==> src/rtl/uart_tx_arbiter_if.sv <==
// uart_tx_arbiter_if: byte valid/ready handshake bundle between NUM_REQ requesters and the UART TX arbiter
//   req_valid [NUM_REQ]   : per-requester byte valid (requester -> arbiter)
//   req_data  [8*NUM_REQ] : byte i on bits [8i+7:8i] (requester -> arbiter)
//   req_ready [NUM_REQ]   : one-hot single-cycle accept pulse (arbiter -> requester)
//   modports: master = requester side, slave = arbiter side
interface uart_tx_arbiter_if #(
    parameter int NUM_REQ = 4
);
    logic [NUM_REQ-1:0]   req_valid;
    logic [8*NUM_REQ-1:0] req_data;
    logic [NUM_REQ-1:0]   req_ready;
    modport master (output req_valid, output req_data, input req_ready);
    modport slave (input req_valid, input req_data, output req_ready);
endinterface

==> src/rtl/uart_tx_arbiter.sv <==
// uart_tx_arbiter: round-robin shares one 8N1 UART TX line between NUM_REQ byte requesters
//   clk, rst_n  : system clock, asynchronous active-low reset
//   req         : uart_tx_arbiter_if.slave handshake (req_valid, req_data in; req_ready out)
//   grant_id_o  : requester whose frame is on the line (or was last sent)
//   busy_o      : high while a frame or inter-frame gap is in progress
//   tx_o        : serial output, idle high
//   UART_ARB_PARITY_EN: when defined, appends an even-parity bit (8E1 frames)
module uart_tx_arbiter #(
    parameter int SYSTEM_CLOCK = 32000000,
    parameter int BAUD_RATE    = 9600,
    parameter int CYC_COUNT    = SYSTEM_CLOCK / BAUD_RATE,
    parameter int NUM_REQ      = 4,
    parameter int GAP_BITS     = 0
) (
    input  logic                       clk,
    input  logic                       rst_n,
    uart_tx_arbiter_if.slave           req,
    output logic [$clog2(NUM_REQ)-1:0] grant_id_o,
    output logic                       busy_o,
    output logic                       tx_o
);
    localparam int CW = $clog2(CYC_COUNT);
    localparam int IW = $clog2(NUM_REQ);
    localparam int GW = GAP_BITS > 1 ? $clog2(GAP_BITS) : 1;

    typedef enum logic [2:0] {
        IDLE,
        START,
        DATA,
`ifdef UART_ARB_PARITY_EN
        PARITY,
`endif
        STOP,
        GAP
    } state_t;

    state_t        state_q;
    logic [CW-1:0] cnt_q;
    logic [2:0]    bit_q;
    logic [GW-1:0] gap_q;
    logic [7:0]    shift_q;
    logic [IW-1:0] ptr_q;
    logic [IW-1:0] grant_q;
    logic          tx_q;
    logic          busy_q;
    logic [IW-1:0] sel_d;
    logic [7:0]    byte_d;
    logic          bit_end;
`ifdef UART_ARB_PARITY_EN
    logic          par_q;
`endif

    // Two descending passes: the first finds the lowest valid index overall (wrap-around
    // fallback), the second overrides it with the lowest valid index above the pointer.
    always_comb begin
        sel_d  = ptr_q;
        byte_d = '0;
        for (int k = NUM_REQ - 1; k >= 0; k--)
            if (req.req_valid[k]) sel_d = IW'(k);
        for (int k = NUM_REQ - 1; k >= 0; k--)
            if (req.req_valid[k] && IW'(k) > ptr_q) sel_d = IW'(k);
        for (int k = 0; k < NUM_REQ; k++)
            if (sel_d == IW'(k)) byte_d = req.req_data[8*k +: 8];
    end

    assign bit_end       = cnt_q == CW'(CYC_COUNT - 1);
    // Ready is gated by rst_n so no accept can be signalled while reset is held.
    assign req.req_ready = (state_q == IDLE && |req.req_valid && rst_n) ? NUM_REQ'(1) << sel_d : '0;
    assign grant_id_o    = grant_q;
    assign busy_o        = busy_q;
    assign tx_o          = tx_q;

    always_ff @(posedge clk or negedge rst_n) begin
        if (!rst_n) begin
            state_q <= IDLE;
            cnt_q   <= '0;
            bit_q   <= '0;
            gap_q   <= '0;
            shift_q <= '0;
            ptr_q   <= IW'(NUM_REQ - 1);
            grant_q <= '0;
            tx_q    <= 1'b1;
            busy_q  <= 1'b0;
`ifdef UART_ARB_PARITY_EN
            par_q   <= 1'b0;
`endif
        end else begin
            cnt_q <= (state_q == IDLE || bit_end) ? '0 : cnt_q + 1'b1;
            case (state_q)
                IDLE: if (|req.req_valid) begin
                    shift_q <= byte_d;
`ifdef UART_ARB_PARITY_EN
                    par_q   <= ^byte_d;
`endif
                    grant_q <= sel_d;
                    ptr_q   <= sel_d;
                    tx_q    <= 1'b0;
                    busy_q  <= 1'b1;
                    state_q <= START;
                end
                START: if (bit_end) begin
                    bit_q   <= '0;
                    tx_q    <= shift_q[0];
                    state_q <= DATA;
                end
                // The shift register moves one place per bit, so the next bit is always shift_q[1].
                DATA: if (bit_end) begin
                    shift_q <= shift_q >> 1;
                    bit_q   <= bit_q + 1'b1;
                    if (bit_q == 3'd7) begin
`ifdef UART_ARB_PARITY_EN
                        tx_q    <= par_q;
                        state_q <= PARITY;
`else
                        tx_q    <= 1'b1;
                        state_q <= STOP;
`endif
                    end else begin
                        tx_q <= shift_q[1];
                    end
                end
`ifdef UART_ARB_PARITY_EN
                PARITY: if (bit_end) begin
                    tx_q    <= 1'b1;
                    state_q <= STOP;
                end
`endif
                STOP: if (bit_end) begin
                    gap_q   <= '0;
                    busy_q  <= GAP_BITS != 0;
                    state_q <= GAP_BITS == 0 ? IDLE : GAP;
                end
                GAP: if (bit_end) begin
                    gap_q <= gap_q + 1'b1;
                    if (gap_q == GW'(GAP_BITS - 1)) begin
                        busy_q  <= 1'b0;
                        state_q <= IDLE;
                    end
                end
                default: state_q <= IDLE;
            endcase
        end
    end
endmodule

==> src/flat_wrapper.sv <==
// flat-port wrapper written by rule: the top's interface ports become plain ports
module uart_tx_arbiter_flat 
#(
    parameter int SYSTEM_CLOCK = 32000000,
    parameter int BAUD_RATE    = 9600,
    parameter int CYC_COUNT    = SYSTEM_CLOCK / BAUD_RATE,
    parameter int NUM_REQ      = 4,
    parameter int GAP_BITS     = 0
)
  (clk, rst_n, grant_id_o, busy_o, tx_o, req_req_valid, req_req_data, req_req_ready);
  uart_tx_arbiter_if #(.NUM_REQ(NUM_REQ)) req_i ();
  input  logic clk;
  input  logic rst_n;
  output logic [$clog2(NUM_REQ)-1:0] grant_id_o;
  output logic busy_o;
  output logic tx_o;
  input wire logic [$bits(req_i.req_valid)-1:0] req_req_valid;
  input wire logic [$bits(req_i.req_data)-1:0] req_req_data;
  output wire logic [$bits(req_i.req_ready)-1:0] req_req_ready;
  assign req_i.req_valid = req_req_valid;
  assign req_i.req_data = req_req_data;
  assign req_req_ready = req_i.req_ready;
  uart_tx_arbiter #(.SYSTEM_CLOCK(SYSTEM_CLOCK), .BAUD_RATE(BAUD_RATE), .CYC_COUNT(CYC_COUNT), .NUM_REQ(NUM_REQ), .GAP_BITS(GAP_BITS)) u_core (.clk(clk), .rst_n(rst_n), .req(req_i), .grant_id_o(grant_id_o), .busy_o(busy_o), .tx_o(tx_o));
endmodule
==> config.mk <==
export PLATFORM = sky130hd
export DESIGN_NAME = uart_tx_arbiter_flat
export DESIGN_NICKNAME = d
export VERILOG_FILES = /design/src/rtl/uart_tx_arbiter_if.sv /design/src/rtl/uart_tx_arbiter.sv /design/src/flat_wrapper.sv
export SDC_FILE = /design/constraint.sdc
export NUM_CORES = 1
export LEC_CHECK = 0
export ABC_AREA = 1
export CAP_MARGIN = 25
export CELL_PAD_IN_SITES_DETAIL_PLACEMENT = 1
export CELL_PAD_IN_SITES_GLOBAL_PLACEMENT = 1
export CORE_MARGIN = 2
export CORE_UTILIZATION = 35
export DETAILED_ROUTE_END_ITERATION = 7
export DONT_BUFFER_PORTS = 1
export PLACE_DENSITY_LB_ADDON = 0.1
export SLEW_MARGIN = 10
export SYNTH_ARGS = -nofsm -noshare
export SYNTH_HDL_FRONTEND = slang
export SYNTH_SLANG_ARGS = --single-unit
==> constraint.sdc <==
create_clock -name clk -period 1.8 [get_ports clk]
set_clock_uncertainty 0.1 [all_clocks]
set_input_delay 0.09 -clock clk [delete_from_list [all_inputs] [get_ports clk]]
set_output_delay 0.09 -clock clk [all_outputs]
set_load 0.01 [all_outputs]
# Yosys cells after proc, flatten, opt, wreduce, memory -nomap -nowiden
# Index checks and enable logic that the tools add are counted.
[totals]
wordCells = 94
input_bits = 38
out_inout_bits = 8
regBits = 33
[classes]
add_sub_neg = 3
shift = 1
n_mux = 39
reduce_logical = 22
eq_ne = 16
n_lt_le_gt_ge = 4
[ops]
columns = ["operator", "count"]
rows = [
  ["8-bit two-way mux", 6],
  ["3-bit two-way mux", 8],
  ["2-bit two-way mux", 8],
  ["8-bit case mux with 2 select lines", 1],
  ["3-bit case mux with 5 select lines", 1],
  ["12-bit by 1-bit adder with 12-bit output (second input constant)", 1],
  ["12-bit equality test (second input constant)", 1],
  ["12-bit two-way mux", 1],
  ["2-bit by 1-bit inequality test with 1-bit output (second input constant)", 6],
  ["1-bit two-way mux", 9],
  ["3-bit AND reduction", 3],
  ["7-bit AND reduction", 1],
  ["3-bit by 2-bit equality test with 1-bit output (second input constant)", 2],
  ["3-bit equality test (second input constant)", 2],
  ["1-bit logical AND", 6],
  ["1-bit case mux with 3 select lines", 2],
  ["3-bit case mux with 2 select lines", 1],
  ["2-bit nonzero test", 3],
  ["3-bit nonzero test", 2],
  ["5-bit AND reduction", 1],
  ["2-bit equality test (second input constant)", 2],
  ["1-bit by 2-bit > comparator with 1-bit output (first input constant)", 2],
  ["2-bit > comparator (first input constant)", 2],
  ["4-bit two-way mux", 1],
  ["other kinds (13)", 13],
]

# Logic depth before layout (Yosys ltp)
# Gate-level depths: netlist (run 1).
[depth]
word_depth = 15
ltp_mapped = 15

# Least setup slack after synthesis (run 1)
# No wires, ideal clock.
[synth_path]
path_type = "reg2out"
from = "register u_core.state_q[0]"
to = "output port req_req_ready[0]"
slack_ns = 0.042
arrival_ns = 1.568
stages_incl_launch_ff = 6
required_time_ns = 1.610
cell_sequence = "dfrtp_1 -> inv_1 -> ha_1 -> a21boi_1 -> nand2_1 -> nor3_1"
[synth_via]
elab_chain_cells = 4
[synth_lines]
columns = ["element", "line", "text"]
rows = [
  ["start: declaration", "uart_tx_arbiter.sv:37", "state_t state_q;"],
  ["start signal: assignment", "uart_tx_arbiter.sv:131", "state_q <= GAP_BITS == 0 ? IDLE : GAP;"],
  ["3-bit zero test", "uart_tx_arbiter.sv:68", "assign req.req_ready = (state_q == IDLE && |req.req_valid && rst_n) ? NUM_REQ'(1) << sel_d : '0;"],
  ["1-bit logical AND (2 in series)", "uart_tx_arbiter.sv:68", ""],
  ["4-bit two-way mux", "uart_tx_arbiter.sv:68", ""],
  ["end: declaration", "flat_wrapper.sv:19", "output wire logic [$bits(req_i.req_ready)-1:0] req_req_ready;"],
]
# Every way passes these cells.

# Final worst setup path (run 1)
[layout_path]
from = "register u_core.ptr_q[0]"
to = "output port req_req_ready[2]"
[layout_via]
elab_chain_cells = 10
[layout_lines]
columns = ["element", "line", "text"]
rows = [
  ["start: declaration", "uart_tx_arbiter.sv:42", "logic [IW-1:0] ptr_q;"],
  ["start signal: assignment", "uart_tx_arbiter.sv:80", "ptr_q <= IW'(NUM_REQ - 1);"],
  ["start signal: assignment", "uart_tx_arbiter.sv:96", "ptr_q <= sel_d;"],
  ["2-bit two-way mux (4 in series)", "uart_tx_arbiter.sv:59", "if (req.req_valid[k]) sel_d = IW'(k);"],
  ["2-bit two-way mux (3 in series)", "uart_tx_arbiter.sv:61", "if (req.req_valid[k] && IW'(k) > ptr_q) sel_d = IW'(k);"],
  ["2-bit two-way mux *", "uart_tx_arbiter.sv:61", ""],
  ["1-bit by 2-bit << shifter with 4-bit output *", "uart_tx_arbiter.sv:68", ""],
  ["4-bit two-way mux *", "uart_tx_arbiter.sv:68", ""],
]
# Every way passes the cells marked *; elsewhere a longest branch is shown, timed or not.

==> summary.md, run 1 <==
| Metric | Value |
|---|---|
| Number of remaining DRC errors | 0 |
| Outcome | finished with violations |
| Violations in the final reports | negative setup slack |
| Most numerous cell in the Yosys netlist | nand2_1 |
| Routed length on met2 | between 2 and 3 mm |
| Syn_nets | 343 |
| Clk slew on worst S/H paths | 0.07 ns |
| Switching share of power | 0.4533 |
| Power share of the clock group | 0.128 |
| Gr ovfl total | 0 |
| Clock Tree Root | clkbuf_8 |
| Met1 wire length | 2.794 mm |
| Worst R2R Start | u_core.ptr_q[0] |
| Netlist cell types | 41 |
| Uppermost layer routed | met4 |
| Total internal power | 2236 uW |
| Largest net degree at the start of global routing | 32 |
| Worst setup SP type | register |
| Final hold viol count | 0 |
| Largest fanout on the critical path | 5 |
| Post-synthesis area per instance | between 7 and 8 sq um |
| Hold Path Origin | req_req_data[13] |
| Worst hold path type | input pin to register |
| Initial antenna violation count | 0 |
| Area share of the largest cell type after synthesis | 0.3198 |
| Die height | 83.12 microns |
| Full die area | roughly 0.007 sq mm |
| CTS tree | built |
| Fin crit period | 1.821 ns |
| CTS buffer count | 5 |
| Sequential power share | 0.265 |
| Met3 wire length | 235 microns |
| Vias per cell | slightly below 5 |
| Worst Path Required | approximately 1.6 ns |
| Pre-Repair DR Iteration Count | 4 |
| # IOs | between 40 and 50 |
| Flops & latches, synth | 31 |
| Share of post-route cells with drive strength above 1 | 0.2971 |
| Worst setup EP type | output pin |
| Fin crit share | 1.011 |
| Vias in the first global route | 2142 |
| Cell count after synthesis | 297 |
| Worst r2r dst | u_core.shift_q[0] |
| Fin nets | ~390 |
| CTS sink count | 31 |
| Crit Path Category | register to output pin |
| Die width | 83.12 microns |
| Most used DFF post-synth | dfrtp_1 |
| Cell Rows | 28 |
| Max Freq | ~0.55 GHz |
| Hold Path Stages | 6 |
| Initial Util | 0.3657 |
| HPWL Detailed | 4.276 mm |
| # Max-Cap Violations | 0 |
| Global router's overall resource usage | 0.1840 |
| Worst Max-Slew Pin Slew | about 0.34 ns |
| Crit path DAT | 1.63 ns |
| First-pass GRT wire length | 10.43 mm |
| Hold endpoint | u_core.shift_q[5] |
| Diode count | 0 |
| Top cells by area, synth | dfrtp_1 32%, nand2_1 14%, nor2_1 7.2% |
| R2r setup slk | 0.02 ns |
| Relative slew slack | 0.7732 |
| WL final | 5.954 mm |
| Max clock buf depth | 2 |
| Mapped Area | roughly 0.0022 sq mm |
| Core box area | 0.005991 sq mm |
| P_leak | 0.001408 uW |
| Vias post-DR | 2024 |
| Worst setup margin | -0.02061 ns |
| R2R depth | 13 |
| Hold slack | 0.03351 ns |
| Total power | ~4000 uW |
| Drt first-iter violations | 58 |
| Ys Warns | 0 |
| Clock latency on the worst-skew pair | 0.28 ns |
| IO Port Bufs | 0 |
| Register area share after synthesis | 0.3558 |
| Synth area leader | dfrtp_1 |
| Syn-to-layout area delta | 26.67% |
| Psw | 1854 uW |
| Comb power frac | 0.606 |
| FFs w/ async S/R, synth | 1.000 |
| RSZ-0062 raised after global routing | true |
| DR WL/cell | between 10 and 15 microns |
| Peak VDD IR | ~0.78 mV |
| Power Dens Cells | 1474 mW/mm^2 |
| Top cells by count, synth | 81 x nand2_1, 42 x nor2_1, 28 x dfrtp_1 |
| Routability cong. | just under 0.8 |
| H-tree levels | 2 |
| Pins Over Slew Limit | 0 |
| Final ANT Viol Nets | 0 |
| Final setup violation count | 1 |
| Post-synth EDFFs | 0 |
## repair_timing
item	in CTS	in global routing
buffers inserted	11	6
gates resized for setup	14	19
setup endpoints to repair	5	16
hold buffers	8	0
pin swaps	8	14
hold endpoints to repair	34	0
## metrics by stage
step                utilization  setup TNS [ns]  std cells  worst slack (ns)  instance area (sq um)
floorplan                     -               0        297           0.04183                   2191
global placement         0.3933               0        382           0.07776                   2356
detailed placement       0.3933               0        382          0.008933                   2356
CTS                      0.4453        -0.02899        409          -0.01483                   2668
global route             0.4632          -1.138        415           -0.1224                   2775
finish                   0.4632        -0.02061        415          -0.02061                   2775
## sequential cells by signal, summed over array words and instances, names as in the netlist
register / cells
u_core.shift_q: 8
u_core.tx_o: 1
u_core.grant_id_o: 2
u_core.bit_q: 3
u_core.busy_o: 1
u_core.state_q: 2
u_core.ptr_q: 2
u_core.cnt_q: 12
## critical path, cell delays in order, from the launching register on
cell and delay (ns):
dfstp_2 0.56, nand2_2 0.06, nand2_2 0.09, nand2_2 0.11, nand2_8 0.10, nand2_8 0.07, nor3_2 0.20, buf_4 0.15
## routing by layer
metal | global-route usage | vias up
met4 | 0.04918 | 0
met2 | 0.3087 | 35
li1 | - | 1032
met5 | 0 | -
met1 | 0.2419 | 951
met3 | 0.03678 | 6
## kinds of logic after synthesis
family                   synth area share
AO/OA/AOI/OAI                     0.08910
flip-flops                         0.3558
AND/OR/NAND/NOR                    0.4032
buffers and inverters              0.1062
adder cells (fa/ha/maj)           0.04569
## cells in the final DEF, fill, tap and decap left out, types with 8 or more instances in the layout
cell type / synthesis / layout
buf_4: 1 / 27
dfrtp_1: 28 / 28
inv_1: 27 / 26
inv_2: 12 / 12
nand2_1: 81 / 75
nand3_1: 17 / 17
nand4_1: 8 / 8
nor2_1: 42 / 39
o21ai_0: 12 / 10
## how the worst max path moves through the flow
stage / startpoint / endpoint / slack (ns) / depth (start not counted)
2_1_floorplan: u_core.state_q[0] / req_req_ready[0] / 0.04 / 5
3_3_place_gp: u_core.ptr_q[1] / u_core.shift_q[6] / 0.08 / 13
3_5_place_dp: u_core.state_q[0] / u_core.state_q[1] / 0.009 / 6
4_1_cts: u_core.ptr_q[0] / req_req_ready[1] / -0.01 / 9
5_1_grt: u_core.ptr_q[0] / req_req_ready[1] / -0.12 / 9
6_report: u_core.ptr_q[0] / req_req_ready[2] / -0.02 / 7
## power groups by stage
stage / Sequential (uW) / Combinational [uW] / Clock, uW
2_1_floorplan: 1060 / 1600 / 0
4_1_cts: 1080 / 2360 / 552
3_5_place_dp: 1100 / 2060 / 0
3_3_place_gp: 1090 / 2020 / 0
5_1_grt: 1110 / 2830 / 580
6_report: 1080 / 2480 / 526
## cell type report
class                   instances  area, sq um
multi-input cells             217         1277
clock inverters                 1        5.005
fillers                       755         3216
flip-flops and latches         31        779.5
clock buffers                   7        76.32
inverters                      43        173.9
repair buffers                 41        369.1
well taps                      75        93.84
Note: power is estimated with default switching activity, not from simulation.
==> run 2, diff against run 1 <==
- CTS_BUF_LIST: default -> sky130_fd_sc_hd__clkbuf_8
==> run 2 against run 1 <==
Effect of this change: the run still ends with negative setup slack left; clock power fell by 2%; critical path type unchanged; maximum frequency barely moved; register-to-register slack barely moved; sequential share of layout area did not move; non-clock buffer count did not move; cell count did not move; largest power group unchanged; setup slack barely moved; highest routed layer unchanged; clock-buffer cell count fell by 2; global-route usage did not move; wire length barely moved.
==> summary.md, run 2 (synthesis results as in run 1) <==
| Metric | Value |
|---|---|
| Outcome | finished with violations |
| Violations in the final reports | negative setup slack |
| H-tree levels | 2 (unchanged) |
| Footprint of the multi-input gates | 0.001277 sq mm (unchanged) |
| Fin nets | 385 (unchanged) |
| Global router's overall resource usage | 0.1840 (unchanged) |
| CTS sink count | 31 (unchanged) |
| Number of remaining DRC errors | 0 (unchanged) |
| Total internal power | 2225 uW (-0.51%) |
| Relative slew slack | 0.7732 (unchanged) |
| CP cell instances | nand2_2 > nand2_2 > nand2_2 > nand2_8 > nand2_8 > nor3_2 > buf_4 |
| Die width | 83.12 microns (unchanged) |
| Sequential power share | 0.266 (about the same) |
| Pre-Repair DR Iteration Count | 4 (unchanged) |
| Power share of the clock group | 0.126 (-0.002) |
| Max clock buf depth | 2 (unchanged) |
| Peak VDD IR | 0.7810 mV (unchanged) |
| Drt first-iter violations | 56 (-3.4%) |
| DR WL/cell | 14.34 microns (about the same) |
| Post-DP Area | 0.002356 sq mm (unchanged) |
| Largest fanout on the critical path | 5 (unchanged) |
| Worst hold path type | input pin to register |
| Crit path to | req_req_ready[2] |
| Post-place setup slack | 0.008933 ns (unchanged) |
| Max FFs per register | 12 (unchanged) |
| Comb power frac | 0.608 (+0.002) |
| Max Freq | 0.5493 GHz (about the same) |
| IO Port Bufs | 0 (unchanged) |
| R2R depth | 13 (unchanged) |
| Largest regs | u_core.cnt_q x12, u_core.shift_q x8, u_core.bit_q x3 |
| Pins Over Slew Limit | 0 (unchanged) |
| Share of post-route cells with drive strength above 1 | 0.2971 (unchanged) |
| Vias in the first global route | 2142 (unchanged) |
| Clk slew on worst S/H paths | 0.07 ns (about the same) |
| Fin crit share | 1.011 (about the same) |
| Vias post-DR | 2028 (+0.20%) |
| Uppermost layer routed | met4 |
| Largest net degree at the start of global routing | 32 (unchanged) |
| Crit path DAT | 1.63 ns (about the same) |
| Buf+Inv Stages, Crit Path | 1 (unchanged) |
| Final cell count without fillers | 415 (unchanged) |
| Worst R2R Start | u_core.ptr_q[0] |
| Worst setup EP type | output pin |
| Cell Rows | 28 (unchanged) |
| Final hold viol count | 0 (unchanged) |
| Diode count | 0 (unchanged) |
| Psw | 1854 uW (about the same) |
| Biggest register | u_core.cnt_q |
| Vias per cell | 4.887 (+0.20%) |
| Clock latency on the worst-skew pair | 0.28 ns (about the same) |
| Worst setup margin | -0.02063 ns (-0.00002250 ns) |
| Hold slack | 0.03336 ns (-0.0001425 ns) |
| Fin crit period | 1.821 ns (+0.00002250 ns) |
| First-pass GRT wire length | 10.43 mm (unchanged) |
| RSZ-0062 raised after global routing | true |
| Gr ovfl total | 0 (unchanged) |
| Met3 wire length | 235 microns (unchanged) |
| Routed length on met2 | 2.870 mm (+0.56%) |
| R2r setup slk | 0.02 ns (about the same) |
| Slowest cell on the critical path | dfstp_2 |
| Most frequent cells in the layout | 75 x nand2_1, 39 x nor2_1, 28 x inv_1, 28 x dfrtp_1, 27 x buf_4 |
| Full die area | 0.006908 sq mm (unchanged) |
| Initial antenna violation count | 0 (unchanged) |
| Hold Path Origin | req_req_data[13] |
| Final ANT Viol Nets | 0 (unchanged) |
| Worst Max-Slew Pin Slew | 0.3366 ns (unchanged) |
| Crit path largest cell delay | 0.56 ns (about the same) |
| Inst Count DP | 382 (unchanged) |
| Setup TNS | -0.02063 ns (-0.00002250 ns) |
| Routability cong. | 0.7866 (unchanged) |
| Core box area | 0.005991 sq mm (unchanged) |
| # Max-Cap Violations | 0 (unchanged) |
| Commonest non-fill, non-tap cell in the layout | nand2_1 |
| CTS buffer count | 5 (unchanged) |
| Critical Path Source | u_core.ptr_q[0] |
| Cell area after layout | 0.002775 sq mm (unchanged) |
| Crit Path Category | register to output pin |
| Worst path most repeated cell | nand2_2 |
| Initial Util | 0.3657 (unchanged) |
| Stages on worst setup path | 7 (unchanged) |
| WL final | 5.950 mm (about the same) |
| CTS tree | built |
| Switching share of power | 0.4546 (+0.001280) |
| Clock Tree Root | clkbuf_8 |
| Met1 wire length | 2.775 mm (-0.68%) |
| # IOs | 46 (unchanged) |
| Final setup violation count | 1 (unchanged) |
| Worst setup SP type | register |
| Syn-to-layout area delta | 26.67% (unchanged) |
| Register area | 779.5 sq um (unchanged) |
| HPWL Detailed | 4.276 mm (unchanged) |
| Worst r2r dst | u_core.shift_q[0] |
| # fillers | 755 (unchanged) |
| P_leak | 0.001416 uW (+0.59%) |
| Power Dens Cells | 1470 mW/mm^2 (-0.28%) |
| Worst Path Required | 1.61 ns (about the same) |
| Top delay family on crit path | simple AND/OR/NAND/NOR gates |
| Die height | 83.12 microns (unchanged) |
## run 2: cell types whose count changed in the layout (fill, tap and decap cells not counted)
cell | previous run | this run
clkbuf_1 | 2 | 0
inv_1 | 26 | 28
## run 2: what timing repair did
| action | 4_1_cts | 5_1_grt |
|---|---|---|
| gates resized for setup | 14 | 19 |
| hold endpoints to repair | 34 | 0 |
| hold buffers | 8 | 0 |
| endpoints found under the setup margin | 5 | 16 |
| pin swaps | 8 | 14 |
| buffers inserted | 11 | 6 |
## run 2: through the flow
| stage | total power [uW] | util |
|---|---|---|
| final | 4079 | 0.4632 |
| after global routing | 4506 | 0.4632 |
| after CTS | 3981 | 0.4453 |
| after detailed placement | 3162 | 0.3933 |
| after global placement | 3110 | 0.3933 |
| after floorplan | 2658 | - |
## run 2: layout make-up
class | count | share of cell area
timing repair buffer | 41 | 0.1330
inverter | 43 | 0.06267
multi-input combinational | 217 | 0.4603
clock buffer | 5 | 0.02480
sequential | 31 | 0.2809
tap | 75 | 0.03381
clock inverter | 3 | 0.004509
## run 2: tightest hold or removal path: stages
cell and delay (ns):
nand3_2 0.05, nand2_1 0.06, inv_2 0.05, nand2_1 0.04, nand2_1 0.05, nand2_1 0.04
## run 2: worst min path at each step
stage,end,slack (ns),cells past startpoint
floorplan,u_core.bit_q[0],-0.31,0
global placement,u_core.state_q[0],-0.30,0
detailed placement,u_core.state_q[0],-0.30,0
CTS,u_core.shift_q[5],0.03,6
global route,u_core.shift_q[3],0.07,6
finish,u_core.shift_q[5],0.03,6
## run 2: per-layer routing
metal  GRT usage  vias to the layer above
li1            -                     1032
met1      0.2419                      955
met2      0.3087                       35
met3     0.03678                        6
met4     0.04918                        0
met5           0                        -
## run 2: power groups by stage
stage	sequential [uW]	clock (uW)	combinational (uW)
6_report	1080	514	2480
5_1_grt	1110	569	2830
4_1_cts	1080	543	2360
3_5_place_dp	1100	0	2060
3_3_place_gp	1090	0	2020
2_1_floorplan	1060	0	1600
==> run 3, diff against run 2 <==
- SKIP_LAST_GASP: default -> 1
==> run 3 against run 2 <==
Effect of this change: the run still ends with negative setup slack left; via count is 0.20% higher; wire length up 0.84%; sequential share of layout area down 0.55 points; critical path type unchanged; critical endpoint is now req_req_ready[1]; largest cell class unchanged.
==> summary.md, run 3 (synthesis results as in run 1) <==
| Metric | Value |
|---|---|
| Vias post-DR | 2032 (+0.20%) |
| Cell area after layout | 0.002830 sq mm (+2.0%) |
| Die width | 83.12 microns (unchanged) |
| Crit path DAT | 1.63 ns (about the same) |
| CTS buffer count | 5 (unchanged) |
| Crit path largest cell delay | 0.56 ns (about the same) |
| Worst Path Required | 1.61 ns (about the same) |
| Worst Max-Slew Pin Slew | 0.3366 ns (unchanged) |
| # IOs | 46 (unchanged) |
| Worst setup margin | -0.01929 ns (+0.001341 ns) |
| Final hold viol count | 0 (unchanged) |
| Clock Tree Root | clkbuf_8 |
| Diode count | 0 (unchanged) |
| Vias in the first global route | 2127 (-0.70%) |
| CTS tree | built |
| Core box area | 0.005991 sq mm (unchanged) |
| Final ANT Viol Nets | 0 (unchanged) |
| H-tree levels | 2 (unchanged) |
| Fin crit period | 1.819 ns (-0.001341 ns) |
| Fin nets | 387 (+0.52%) |
| Clock latency on the worst-skew pair | 0.28 ns (about the same) |
| WL final | 6.000 mm (+0.84%) |
| Worst setup SP type | register |
| Most frequent cells in the layout | 74 x nand2_1, 37 x nor2_1, 28 x inv_1, 28 x dfrtp_1, 27 x buf_4 |
| Inst Count DP | 382 (unchanged) |
| Number of remaining DRC errors | 0 (unchanged) |
| Util after Layout | 0.4724 (+0.009190) |
| First-pass GRT wire length | 10.36 mm (-0.73%) |
| Peak VDD IR | 0.7857 mV (+0.60%) |
| Top delay family on crit path | flip-flops |
| DR WL/cell | 14.39 microns (+0.36%) |
| Footprint of the multi-input gates | 0.001305 sq mm (+2.2%) |
| Post-place setup slack | 0.008933 ns (unchanged) |
| Routability cong. | 0.7866 (unchanged) |
| Register area | 779.5 sq um (unchanged) |
| Outcome | finished with violations |
| Largest net degree at the start of global routing | 32 (unchanged) |
| Initial Util | 0.3657 (unchanged) |
| Gr ovfl total | 0 (unchanged) |
| CP cell instances | nand2_2 > nand2_4 > nand2_2 > inv_2 > nand2_4 > nand2_8 > inv_8 > nor3_2 > buf_4 |
| Commonest non-fill, non-tap cell in the layout | nand2_1 |
| Largest fanout on the critical path | 5 (unchanged) |
| Post-DP Area | 0.002356 sq mm (unchanged) |
| # Max-Cap Violations | 0 (unchanged) |
| Biggest register | u_core.cnt_q |
| Worst hold path type | input pin to register |
| Final cell count without fillers | 417 (+0.48%) |
| Setup TNS | -0.03174 ns (-0.01111 ns) |
| Share of post-route cells with drive strength above 1 | 0.3158 (+0.01873) |
| IO Port Bufs | 0 (unchanged) |
| Relative slew slack | 0.7732 (unchanged) |
| Drt first-iter violations | 65 (+16%) |
| Largest regs | u_core.cnt_q x12, u_core.shift_q x8, u_core.bit_q x3 |
| Slowest cell on the critical path | dfstp_2 |
| Buf+Inv Stages, Crit Path | 3 (+2) |
| HPWL Detailed | 4.276 mm (unchanged) |
| Die height | 83.12 microns (unchanged) |
| Violations in the final reports | negative setup slack |
| CTS sink count | 31 (unchanged) |
| P_leak | 0.001438 uW (+1.6%) |
| Max FFs per register | 12 (unchanged) |
| Power Dens Cells | 1469 mW/mm^2 (about the same) |
| RSZ-0062 raised after global routing | true |
| Cell Rows | 28 (unchanged) |
| Worst setup EP type | output pin |
| Syn-to-layout area delta | 29.18% |
| Crit Path Category | register to output pin |
| Vias per cell | 4.873 (-0.28%) |
| Max clock buf depth | 2 (unchanged) |
| Fin crit share | 1.011 (about the same) |
| Final setup violation count | 3 (+2) |
| # fillers | 761 (+0.79%) |
| Global router's overall resource usage | 0.1828 (-0.001256) |
| Max Freq | 0.5497 GHz (about the same) |
| Initial antenna violation count | 0 (unchanged) |
| Full die area | 0.006908 sq mm (unchanged) |
| Pins Over Slew Limit | 0 (unchanged) |
| Clk slew on worst S/H paths | 0.07 ns (about the same) |
| Pre-Repair DR Iteration Count | 4 (unchanged) |
## run 3: changes by cell type in the layout (fill, tap and decap cells not counted), sizes merged
cell / change
buf: +2
## run 3: worst register-to-register path, cell delays in order (launching register included)
cell and delay, ns:
dfstp_2 0.56, nand2_2 0.07, nand2_4 0.09, nand2_2 0.06, inv_2 0.06, nand2_4 0.07, nand2_8 0.09, inv_8 0.05
nand3_4 0.11, buf_6 0.13, nor2_1 0.04, nor2_1 0.09, nand2_1 0.06, nand2_1 0.06, nand2_1 0.05
## run 3: worst paths after layout
kind	from	to	slack [ns]	cells after the start
worst max-delay path	u_core.ptr_q[0]	req_req_ready[1]	-0.02	9
worst min-delay path	req_req_data[21]	u_core.shift_q[5]	0.03	6
worst max register to register	u_core.ptr_q[0]	u_core.shift_q[3]	0.01	14
worst min register to register	u_core.shift_q[2]	u_core.shift_q[2]	0.38	2
max in group asynchronous	rst_n	u_core.tx_o	1.21	2
min in group asynchronous	rst_n	u_core.busy_o	0.15	2
## run 3: per-layer routing
| metal | share of wire | GRT usage | vias to the layer above | routed length (microns) |
|---|---|---|---|---|
| li1 | - | - | 1034 | - |
| met1 | 0.47 | 0.2406 | 954 | 2817 |
| met2 | 0.48 | 0.3057 | 38 | 2904 |
| met3 | 0.035 | 0.03678 | 6 | 209 |
| met4 | 0.011 | 0.04918 | 0 | 68 |
| met5 | 0 | 0 | - | 0 |
## run 3: report_power, final
group | internal (uW) | switching, uW | total, uW
Sequential | 933 | 151 | 1080
Clock | 259 | 254 | 513
Combinational | 1080 | 1480 | 2560
## run 3: repair_timing
item                                    4_1_cts  5_1_grt
hold buffers                                  8        0
resized for setup                            11       32
setup buffers                                11        8
endpoints found under the setup margin        5       16
endpoints found under the hold margin        34        0
pin swaps                                     8       21
## run 3: through the flow
step,power [uW],hold WS [ns]
floorplan,2658,-0.3056
global placement,3110,-0.3050
detailed placement,3162,-0.3047
CTS,3968,0.02877
global route,4580,0.06698
finish,4158,0.02731
## run 3: final cells by class
cell class              count  area share
well taps                  75     0.03316
clock buffers               5     0.02431
clock inverters             3    0.004421
inverters                  43     0.06057
multi-input cells         217      0.4611
flip-flops and latches     31      0.2754
repair buffers             43      0.1410
